==> src/rtl/sync_fifo_fwft.sv <==
// Parametrised single-clock FIFO with arbitrary depth, standard or first-word-fall-through
// read mode, almost-full/almost-empty margins, occupancy count, sticky error flags and flush.
module sync_fifo_fwft #(
  parameter int DW        = 8,
  parameter int DEPTH     = 4,
  parameter int FWFT      = 0,
  parameter int AF_MARGIN = 1,
  parameter int AE_MARGIN = 1,
  parameter int CW        = $clog2(DEPTH + 1)
) (
  input  logic          clk,
  input  logic          rstn,
  input  logic          clr,
  input  logic          push,
  input  logic          pop,
  input  logic [DW-1:0] din,
  output logic [DW-1:0] dout,
  output logic          dout_vld,
  output logic          full,
  output logic          a_full,
  output logic          empty,
  output logic          a_empty,
  output logic [CW-1:0] count,
  output logic          ovf,
  output logic          udf
);

  localparam int PW = $clog2(DEPTH);
  localparam logic [PW-1:0] PTR_LAST = PW'(DEPTH - 1);
  localparam logic [CW-1:0] CNT_FULL = CW'(DEPTH);
  localparam logic [CW-1:0] CNT_AF   = CW'(DEPTH - AF_MARGIN);
  localparam logic [CW-1:0] CNT_AE   = CW'(AE_MARGIN);

  logic [DW-1:0] mem_q [DEPTH];

  logic [PW-1:0] wptr_q, wptr_d, rptr_q, rptr_d;
  logic [CW-1:0] count_q, count_d;
  logic [DW-1:0] dout_q, dout_d;
  logic          dout_vld_q, dout_vld_d;
  logic          full_q, full_d, a_full_q, a_full_d;
  logic          empty_q, empty_d, a_empty_q, a_empty_d;
  logic          ovf_q, ovf_d, udf_q, udf_d;
  logic          push_ok, pop_ok;

  always_comb begin
    pop_ok     = pop & ~empty_q;
    push_ok    = push & (~full_q | pop_ok);
    wptr_d     = wptr_q;
    rptr_d     = rptr_q;
    count_d    = count_q;
    dout_d     = dout_q;
    dout_vld_d = dout_vld_q;
    ovf_d      = ovf_q;
    udf_d      = udf_q;
    if (clr) begin
      // Flush wins over any access in the same cycle; dout deliberately keeps its value.
      wptr_d     = '0;
      rptr_d     = '0;
      count_d    = '0;
      ovf_d      = 1'b0;
      udf_d      = 1'b0;
      dout_vld_d = 1'b0;
    end else begin
      if (push_ok) wptr_d = (wptr_q == PTR_LAST) ? '0 : wptr_q + PW'(1);
      if (pop_ok)  rptr_d = (rptr_q == PTR_LAST) ? '0 : rptr_q + PW'(1);
      if (push_ok && !pop_ok)      count_d = count_q + CW'(1);
      else if (pop_ok && !push_ok) count_d = count_q - CW'(1);
      ovf_d      = ovf_q | (push & ~push_ok);
      udf_d      = udf_q | (pop & ~pop_ok);
      dout_vld_d = pop_ok;
      if (pop_ok) dout_d = mem_q[rptr_q];
    end
    // Flags come from the next count so they line up with the registered count.
    full_d    = (count_d == CNT_FULL);
    a_full_d  = (count_d >= CNT_AF);
    empty_d   = (count_d == '0);
    a_empty_d = (count_d <= CNT_AE);
  end

  always_ff @(posedge clk or negedge rstn) begin
    if (!rstn) begin
      wptr_q     <= '0;
      rptr_q     <= '0;
      count_q    <= '0;
      dout_q     <= '0;
      dout_vld_q <= 1'b0;
      full_q     <= 1'b0;
      a_full_q   <= (CNT_AF == '0);
      empty_q    <= 1'b1;
      a_empty_q  <= 1'b1;
      ovf_q      <= 1'b0;
      udf_q      <= 1'b0;
    end else begin
      wptr_q     <= wptr_d;
      rptr_q     <= rptr_d;
      count_q    <= count_d;
      dout_q     <= dout_d;
      dout_vld_q <= dout_vld_d;
      full_q     <= full_d;
      a_full_q   <= a_full_d;
      empty_q    <= empty_d;
      a_empty_q  <= a_empty_d;
      ovf_q      <= ovf_d;
      udf_q      <= udf_d;
    end
  end

  // Storage is intentionally not reset.
  always_ff @(posedge clk) begin
    if (push_ok && !clr) mem_q[wptr_q] <= din;
  end

  assign dout     = (FWFT != 0) ? mem_q[rptr_q] : dout_q;
  assign dout_vld = (FWFT != 0) ? ~empty_q : dout_vld_q;
  assign full     = full_q;
  assign a_full   = a_full_q;
  assign empty    = empty_q;
  assign a_empty  = a_empty_q;
  assign count    = count_q;
  assign ovf      = ovf_q;
  assign udf      = udf_q;

endmodule

==> config.mk <==
export PLATFORM = sky130hd
export DESIGN_NAME = sync_fifo_fwft
export DESIGN_NICKNAME = d
export VERILOG_FILES = /design/src/rtl/sync_fifo_fwft.sv
export SDC_FILE = /design/constraint.sdc
export NUM_CORES = 1
export LEC_CHECK = 0
export ABC_AREA = 1
export CAP_MARGIN = 20
export CORE_AREA = 2 2 90 57
export CTS_BUF_LIST = sky130_fd_sc_hd__clkbuf_8
export CTS_CLUSTER_SIZE = 8
export DETAILED_ROUTE_END_ITERATION = 16
export DIE_AREA = 0 0 92 59
export GPL_ROUTABILITY_DRIVEN = 0
export PLACE_DENSITY_LB_ADDON = 0.05
export SYNTH_ARGS = -nofsm -noshare
export SYNTH_HDL_FRONTEND = slang
export SYNTH_SLANG_ARGS = --single-unit
==> constraint.sdc <==
create_clock -name clk -period 1.5 [get_ports clk]
set_input_delay 0.3 -clock clk [delete_from_list [all_inputs] [get_ports clk]]
set_output_delay 0.3 -clock clk [all_outputs]
set_load 0.05 [all_outputs]
==> impl_metrics.ini, run 1 <==
[cells_and_area]
drive_gt1_share_pct = 30.1
fin_nets = 278
syn_to_final_growth_pct = 35.6
diodes = 0
fin_util_pct = 68.9

[min_path]
hp-class = in -> async

[timing]
tightest_slew_ps = 294
period_minus_slack_ps = 1490
fmax_mhz = 673
fin_ws_ps = 14.1
fin_skew_ps = 6.73
relSlewSlack_pct = 80.4
slew_violations = 0
period_share_pct = 99.1
hold_ws_ps = 346
setup_viol = 0
hold_violations = 0
tns_ps = 0
rsz0062_at_grt = true

[routing]
drtIter0Drc = 113
vias = 1658
vias_per_cell = 5.15
antenna_left = 0
wl_per_cell_um = 16.8
drt_pre_antenna_iters = 4
drc = 0
drt-total-wl_mm = 5.40

[die]
die_x_um = 92
core_sq_um = 4520
row_count = 19
dieArea_sq_um = 5430
floorplan.initialDensity_pct = 50.8
die_h_um = 59
io_pins = 31

[clock_network]
cts_buffers = 5
clkTransAtPathRegs_ps = 90
tritoncts = yes
clockRootBuffer = clkbuf_8
htree_num_levels = 2
cts_buffer_depth = 2
clkLatencyLatePin_ps = 300
cts_sinks = 54

[worst_setup_path]
rr_worst_depth = 7
path_max_fanout = 8
cp_num_buf_inv = 4
cpPeakStageDelay_ps = 550
critPathKind = reg -> reg
cp-end-kind = flop
cp.required_ps = 1570
crit_cells = 7
worstPathCellList = inv_2, nand2_4, inv_2, o211ai_1, buf_4, nor2_1, buf_4
slowest_stage = dfstp_2
cpLargestDelayFamily = flip-flops
critPathLaunchType = flop
cp.arrival_ps = 1550

[grt]
overflow = 0
grt_max_degree = 23
antenna_found_initial = 0
grt_pass1_wl_mm = 8.60
grt_use_total_pct = 21.5
grt_pass1_vias = 1652

[power_and_ir_drop]
switchingPower_mw = 1.78
powerDensity_nw_per_um2 = 1600
power_mw = 4.97
ir_drop_mv = 0.806
switching_share_pct = 35.8
p_int_mw = 3.19
power_leakage_nw = 1.34
seq_power_share_pct = 40.7
pwr-share-comb_pct = 40.3
p_clk_share_pct = 19.0

[logic_synthesis]
synthArstFlopShare_pct = 40.7
synth_cells = 205
syn-num-nets = 225
ys_ff_latch = 54
synth_cell_type_count = 23
synth_area_sq_um = 2290
synth_flop_cell = edfxtp_1
synth_edf_count = 32
yosysWarnings = 0
avgSynthCellArea_sq_um = 11.2
ys_seq_area_share_pct = 66.0

[job]
max_cap_violations = 0

[placement]
io_buffers = 30
dp_slack_ps = -328
dp_hpwl_mm = 4.22

[run_status]
status = finished, final reports clean
area by class of cell:
class,count,area (sq um)
sequential,54,1520
clock inverter,3,40.0
timing repair buffer,50,637
tap,63,78.8
fill,331,1410
multi-input combinational,125,688
clock buffer,5,68.8
inverter,22,82.6
cells in the mapped netlist (2+ instances only):
library cell / count / area, sq um
buf_2: 2 / 10.0
dfrtp_1: 20 / 500
dfstp_2: 2 / 52.6
o21ai_0: 17 / 85.1
nor2_1: 25 / 93.8
o21ai_1: 3 / 15.0
inv_1: 17 / 63.8
nand3_2: 6 / 60.1
nand4_1: 2 / 12.5
o22ai_1: 9 / 56.3
buf_4: 2 / 15.0
nand2_1: 35 / 131
nand3_1: 4 / 20.0
edfxtp_1: 32 / 961
nand2_2: 7 / 43.8
nor2_2: 5 / 31.3
inv_2: 5 / 18.8
ha_1: 7 / 87.6
power by group through the flow:
stage / Sequential (mW) / Clock [mW] / Combinational (mW)
after floorplan: 2.49 / 0 / 0.506
after global placement: 2.03 / 0 / 1.97
after detailed placement: 2.05 / 0 / 1.99
after CTS: 2.02 / 0.949 / 1.99
after global routing: 2.04 / 1.00 / 2.13
final: 2.02 / 0.943 / 2.00
metal layers:
layer  routed length (um)  track usage [%]  share of wire, %
met1                 2630             34.4                49
met2                 2240             30.6                41
met3                  521             5.47               9.6
met4                   13             3.20              0.24
met5                    0                0                 0
metrics by stage:
stage / cell area (sq um) / std cells
finish: 3110 / 322
global route: 3110 / 322
CTS: 3080 / 320
detailed placement: 2970 / 312
global placement: 2970 / 312
floorplan: 2300 / 205
state kept, by name (all words and copies together), names as in the netlist, 2 cells and up:
name and cells:
wptr_q 2, count 3, dout 8, rptr_q 2, mem_q 32
worst paths after layout:
path | startpoint | end | slack [ps]
worst min register to register | dout[3]$_DFFE_PN0P_ | dout[3]$_DFFE_PN0P_ | 550
min in group clk | dout[3]$_DFFE_PN0P_ | dout[3]$_DFFE_PN0P_ | 550
worst min-delay path | rstn | dout[0]$_DFFE_PN0P_ | 350
max in group asynchronous | rstn | empty$_DFF_PN1_ | 870
worst max-delay path | empty$_DFF_PN1_ | mem_q[1][7]$_DFFE_PP_ | 10
worst max register to register | empty$_DFF_PN1_ | mem_q[1][7]$_DFFE_PP_ | 10
what timing repair did:
action                                  4_1_cts  5_1_grt
pin swaps                                     0        2
cloned                                        0        0
hold buffers                                  0        0
setup buffers                                 0        2
resized for setup                             2        3
endpoints found under the setup margin       12       33
logic make-up (layout without fill, tap and decap cells):
| family | count (synthesis) | count (layout) | synth area share, % |
|---|---|---|---|
| compound gates | 32 | 32 | 7.69 |
| fa+ha+maj | 7 | 7 | 3.82 |
| buf+inv | 26 | 80 | 4.69 |
| flops | 54 | 54 | 66.0 |
| simple gates | 86 | 86 | 17.8 |
cells in the final DEF (no fill, tap or decap), drive strengths merged:
| master | netlist | routed |
|---|---|---|
| o21a | 1 | 1 |
| nand3 | 10 | 10 |
| clkbuf | 0 | 5 |
| o21ai | 20 | 20 |
| clkinvlp | 0 | 1 |
| o22ai | 9 | 9 |
| nand4 | 2 | 2 |
| o211ai | 1 | 1 |
| edfxtp | 32 | 32 |
| nor3 | 1 | 1 |
| bufinv | 0 | 1 |
| buf | 4 | 38 |
| dlygate4sd2 | 0 | 1 |
| nand2 | 42 | 42 |
| ha | 7 | 7 |
| a21oi | 1 | 1 |
| clkdlybuf4s50 | 0 | 11 |
| dfrtp | 20 | 20 |
| inv | 22 | 22 |
| clkinv | 0 | 1 |
| nor2 | 31 | 31 |
| dfstp | 2 | 2 |
worst register-to-register path: cells and delay by family, from the launching register on:
kind	cells	cell delay [ps]
simple gates	2	100
buf+inv	4	430
compound gates	1	170
flops	1	550
(Power assumes the default switching activity.)
==> run 2, diff against run 1 <==
- ABC_AREA: 1 -> unset
- CORE_AREA: 2 2 90 57 -> 2 2 89 57
- DIE_AREA: 0 0 92 59 -> 0 0 91 59
==> run 2 against run 1 <==
Against the previous run:
- the flow now finishes with violations (setup timing)
- worst setup slack lost 130 ps
- utilization shrank 0.30 points
- synthesized cell count shrank 38%
- count of clock-buffer cells in the layout is the same
- die area shrank 1.1%
- worst hold slack gained 15 ps
- routed wire length shrank 26%
==> impl_metrics.ini, run 2 <==
[run_status]
status = finished, violations left
failed_checks = setup timing

[logic_synthesis]
syn-num-nets = 147
yosysWarnings = 0
ys_top_cells_by_count = edfxtp_1, dfrtp_1, nor2_1
synth_flop_cell = edfxtp_1
synth_edf_count = 32
synth_area_sq_um = 2190
ys_seq_area_share_pct = 69.3
ys_top_cells_by_area = edfxtp_1, dfrtp_1, mux4_2, mux2_2, ha_1
synth.most_common_cell = edfxtp_1
synthArstFlopShare_pct = 40.7
synth_cells = 127
avgSynthCellArea_sq_um = 17.2
synth_top_area_cell = edfxtp_1
synth_top_area_share_pct = 44.0
synth_cell_type_count = 31
ys_ff_latch = 54

[die]
io_pins = 31
dieArea_sq_um = 5370
die_h_um = 59
floorplan.initialDensity_pct = 48.9
row_count = 19
die_x_um = 91
core_sq_um = 4470

[worst_setup_path]
critPathLaunchType = flop
crit_start = empty$_DFF_PN1_
cp.required_ps = 1690
timing.rr.end = a_full$_DFF_PN0_
cp.arrival_ps = 1810
slowest_stage = dfstp_4
worstPathCellList = nand2b_4, a21o_1, mux2_4, a21o_1
cpLargestDelayFamily = flip-flops
cpPeakStageDelay_ps = 680
cp-end-kind = flop
rr_startpoint = empty$_DFF_PN1_
path_max_fanout = 6
endpoint = a_full$_DFF_PN0_
rrSetupSlack_ps = -110
rr_worst_depth = 4
cp_num_buf_inv = 0
critPathKind = reg -> reg
critPathMostFrequentCell = a21o_1
crit_cells = 4

[cells_and_area]
syn_to_final_growth_pct = 40.2
mostFrequentLayoutCells = edfxtp_1, buf_12, dfrtp_1, buf_4, clkdlybuf4s50_1
diodes = 0
largest_reg_flops = 32
fin_nets = 197
top_register = mem_q
drive_gt1_share_pct = 46.6
fin_util_pct = 68.6
layout_commonest_cell = edfxtp_1

[power_and_ir_drop]
p_int_mw = 3.65
switching_share_pct = 32.3
power_leakage_nw = 1.22
pwr-share-comb_pct = 41.2
powerDensity_nw_per_um2 = 1760
switchingPower_mw = 1.74
seq_power_share_pct = 38.4
ir_drop_mv = 0.750
p_clk_share_pct = 20.4

[routing]
drc = 0
drt_pre_antenna_iters = 3
drt-total-wl_mm = 3.98
wl_per_cell_um = 16.5
vias_per_cell = 4.93
vias = 1189
drtIter0Drc = 29
antenna_left = 0

[timing]
slew_violations = 0
fmax_mhz = 620
setup_viol = 45
rsz0062_at_grt = true
period_share_pct = 108
fin_skew_ps = 5.33
relSlewSlack_pct = 70.2
hold_violations = 0
fin_ws_ps = -113
period_minus_slack_ps = 1610
tightest_slew_ps = 447
tns_ps = -1740

[clock_network]
cts_buffer_depth = 2
htree_num_levels = 2
clkTransAtPathRegs_ps = 90
cts_buffers = 5
clkLatencyLatePin_ps = 290
clockRootBuffer = clkbuf_8
tritoncts = yes
cts_sinks = 54
cts_hold_buffers = 0

[grt]
grt_max_degree = 23
overflow = 0
grt_pass1_wl_mm = 6.49
grt_use_total_pct = 16.8
antenna_found_initial = 0
grt_pass1_vias = 1246

[job]
max_cap_violations = 0

[placement]
io_buffers = 30
dp_hpwl_mm = 2.85

[min_path]
hp-class = in -> async
## run 2: changes by cell type in the layout (fill, tap and decap cells not counted), moves of 4 or more
cell	before	now
nor2_2	7	2
nand3_2	7	0
nand2_2	6	1
inv_2	6	1
inv_1	16	4
o21ai_0	17	0
mux2_2	0	8
mux4_2	0	8
and2_4	0	4
nand2_1	35	1
o22ai_1	9	0
nor2_1	23	8
## run 2: kinds of logic (layout without fill, tap and decap cells)
group           Yosys count  in the layout  share of synthesized area, %
flops                    54             54                          69.3
simple gates             27             27                          7.38
mux                      20             20                          14.5
compound gates           10             10                          2.92
buf+inv                   9             60                          1.95
fa+ha+maj                 7              7                          4.01
## run 2: power by group through the flow
| stage | Clock [mW] | Sequential [mW] | Combinational (mW) |
|---|---|---|---|
| floorplan | 0 | 2.61 | 0.525 |
| global placement | 0 | 2.08 | 2.16 |
| detailed placement | 0 | 2.09 | 2.18 |
| CTS | 1.13 | 2.07 | 2.22 |
| global route | 1.20 | 2.10 | 2.32 |
| finish | 1.10 | 2.07 | 2.22 |
## run 2: what timing repair did
action	4_1_cts	5_1_grt
gates resized for setup	9	3
pin swaps	7	2
endpoints found under the hold margin	0	0
endpoints found under the setup margin	39	46
setup buffers	1	0
## run 2: per-layer routing
layer	share of wire [%]	global-route usage [%]
met5	0	0
met4	0.28	2.60
met3	4.2	5.98
met2	47	27.8
met1	48	22.3
## run 2: stage by stage
stage / cell area (sq um) / instances / hold slack (ps) / worst slack, ps / total power, mW
5_1_grt: 3070 / 241 / 368 / -143 / 5.62
4_1_cts: 3050 / 241 / 365 / -91.6 / 5.42
3_5_place_dp: 2890 / 232 / 557 / -431 / 4.28
2_1_floorplan: 2220 / 127 / 4.41 / -189 / 3.14
6_report: 3070 / 241 / 361 / -113 / 5.38
3_3_place_gp: 2890 / 232 / 554 / -363 / 4.24
## run 2: worst reg2reg max path, cell delays in order, from the launching register on
cell and delay (ps):
dfstp_4 680, nand2b_4 160, a21o_1 160, mux2_4 350, a21o_1 160
## run 2: layout make-up
| class | instances | area (sq um) |
|---|---|---|
| inverter | 5 | 18.8 |
| clock inverter | 3 | 63.8 |
| multi-input combinational | 64 | 697 |
| timing repair buffer | 47 | 618 |
| sequential | 54 | 1520 |
| tap | 63 | 78.8 |
| fill | 320 | 1400 |
| clock buffer | 5 | 68.8 |
## run 2: how the worst min path moves through the flow
| stage | from | to |
|---|---|---|
| 2_1_floorplan | rstn | a_full$_DFF_PN0_ |
| 4_1_cts | rstn | dout[0]$_DFFE_PN0P_ |
| 5_1_grt | rstn | dout[0]$_DFFE_PN0P_ |
| 3_3_place_gp | ovf$_DFF_PN0_ | ovf$_DFF_PN0_ |
| 3_5_place_dp | ovf$_DFF_PN0_ | ovf$_DFF_PN0_ |
| 6_report | rstn | dout[1]$_DFFE_PN0P_ |
==> run 3, diff against run 2 <==
==> constraint.sdc (replaced) <==
create_clock -name clk -period 1.5 [get_ports clk]
set_input_delay 0.45 -clock clk [delete_from_list [all_inputs] [get_ports clk]]
set_output_delay 0.45 -clock clk [all_outputs]
set_load 0.05 [all_outputs]
==> run 3 against run 2 <==
Against the previous run:
- the flow still finishes with violations (setup timing)
- highest routed layer unchanged
- sequential cell count did not move
- register-to-register slack got worse by 40 ps
- worst setup slack got worse by 48 ps
- count of clock-buffer cells in the layout unchanged
==> impl_metrics.ini, run 3 (synthesis gave the netlist of run 2 again) <==
[timing]
hold_violations = 0
tightest_slew_ps = 468
period_share_pct = 111
hold_ws_ps = 479
period_minus_slack_ps = 1660
relSlewSlack_pct = 68.8
setup_viol = 39
fmax_mhz = 602
tns_ps = -2230
rsz0062_at_grt = true
slew_violations = 0
fin_skew_ps = 5.58
fin_ws_ps = -162

[grt]
grt_pass1_wl_mm = 6.69
antenna_found_initial = 0
grt_use_total_pct = 17.1
grt_pass1_vias = 1305
grt_max_degree = 23
overflow = 0

[worst_setup_path]
path_max_fanout = 6
cp-end-kind = output port
timing.rr.end = a_full$_DFF_PN0_
rrSetupSlack_ps = -150
critPathKind = reg -> out
rr_startpoint = empty$_DFF_PN1_
crit_start = empty$_DFF_PN1_
cp.arrival_ps = 1210
cp.required_ps = 1050
critPathLaunchType = flop
rr_worst_depth = 5

[routing]
vias = 1221
vias_per_cell = 5.02
drc = 0
wl_per_cell_um = 16.9
drt_pre_antenna_iters = 2
drtIter0Drc = 40
antenna_left = 0
drt-total-wl_mm = 4.10

[cells_and_area]
mostFrequentLayoutCells = edfxtp_1, buf_12, dfrtp_1, buf_4, clkdlybuf4s50_1
fin_nets = 199
layout_commonest_cell = edfxtp_1
fin_util_pct = 69.1
diodes = 0
top_register = mem_q
syn_to_final_growth_pct = 41.4
drive_gt1_share_pct = 46.1
largest_reg_flops = 32

[clock_network]
cts_hold_buffers = 0
clkTransAtPathRegs_ps = 90
clkLatencyLatePin_ps = 300
cts_sinks = 54
cts_buffers = 5
cts_buffer_depth = 2
clockRootBuffer = clkbuf_8
htree_num_levels = 2
tritoncts = yes

[die]
row_count = 19
io_pins = 31
die_h_um = 59
die_x_um = 91
floorplan.initialDensity_pct = 48.9
dieArea_sq_um = 5370
core_sq_um = 4470

[power_and_ir_drop]
power_mw = 5.31
ir_drop_mv = 0.697
powerDensity_nw_per_um2 = 1720
power_leakage_nw = 1.24

[run_status]
status = finished, violations left
failed_checks = setup timing

[job]
max_cap_violations = 0

[placement]
io_buffers = 30
dp_hpwl_mm = 2.98

[min_path]
hp-class = in -> async
[run 3: worst max path at each step]
stage	end	slack, ps	cells after the start
floorplan	mem_q[1][0]$_DFFE_PP_	-190	4
global placement	a_full$_DFF_PN0_	-510	5
detailed placement	full$_DFF_PN0_	-580	5
CTS	empty	-170	2
global route	empty	-190	2
finish	empty	-160	2
[run 3: layer usage]
| layer | vias to the layer above | wire [um] | GRT usage (%) |
|---|---|---|---|
| met2 | 18 | 1980 | 28.4 |
| met5 | - | 0 | 0 |
| met4 | 0 | 40 | 5.19 |
| li1 | 568 | - | - |
| met1 | 629 | 1930 | 22.4 |
| met3 | 6 | 158 | 5.34 |
[run 3: what timing repair did]
| action | in CTS | in global routing |
|---|---|---|
| setup buffers | 3 | 0 |
| setup endpoints to repair | 50 | 51 |
| gates resized for setup | 12 | 5 |
| pin swaps | 5 | 3 |
[run 3: through the flow]
stage	instances	cell area (sq um)	setup WS, ps
floorplan	127	2220	-189
global placement	232	2900	-511
detailed placement	232	2900	-578
CTS	243	3060	-165
global route	243	3090	-191
finish	243	3090	-162
[run 3: power by group]
part	leakage (nW)	switching (mW)	internal (mW)
Clock	0.0607	0.445	0.486
Combinational	0.618	1.09	1.23
Sequential	0.564	0.228	1.83
[run 3: final cells by class]
| type | instances | area (sq um) |
|---|---|---|
| Fill cell | 316 | 1380 |
| Sequential cell | 54 | 1520 |
| Timing Repair Buffer | 49 | 664 |
| Clock buffer | 5 | 68.8 |
| Multi-Input combinational cell | 64 | 701 |
| Clock inverter | 3 | 37.5 |
| Tap cell | 63 | 78.8 |
| Inverter | 5 | 18.8 |
[run 3: critical path: stages, from the launching register on]
cell and delay (ps):
dfstp_4 670, buf_6 110, buf_12 120
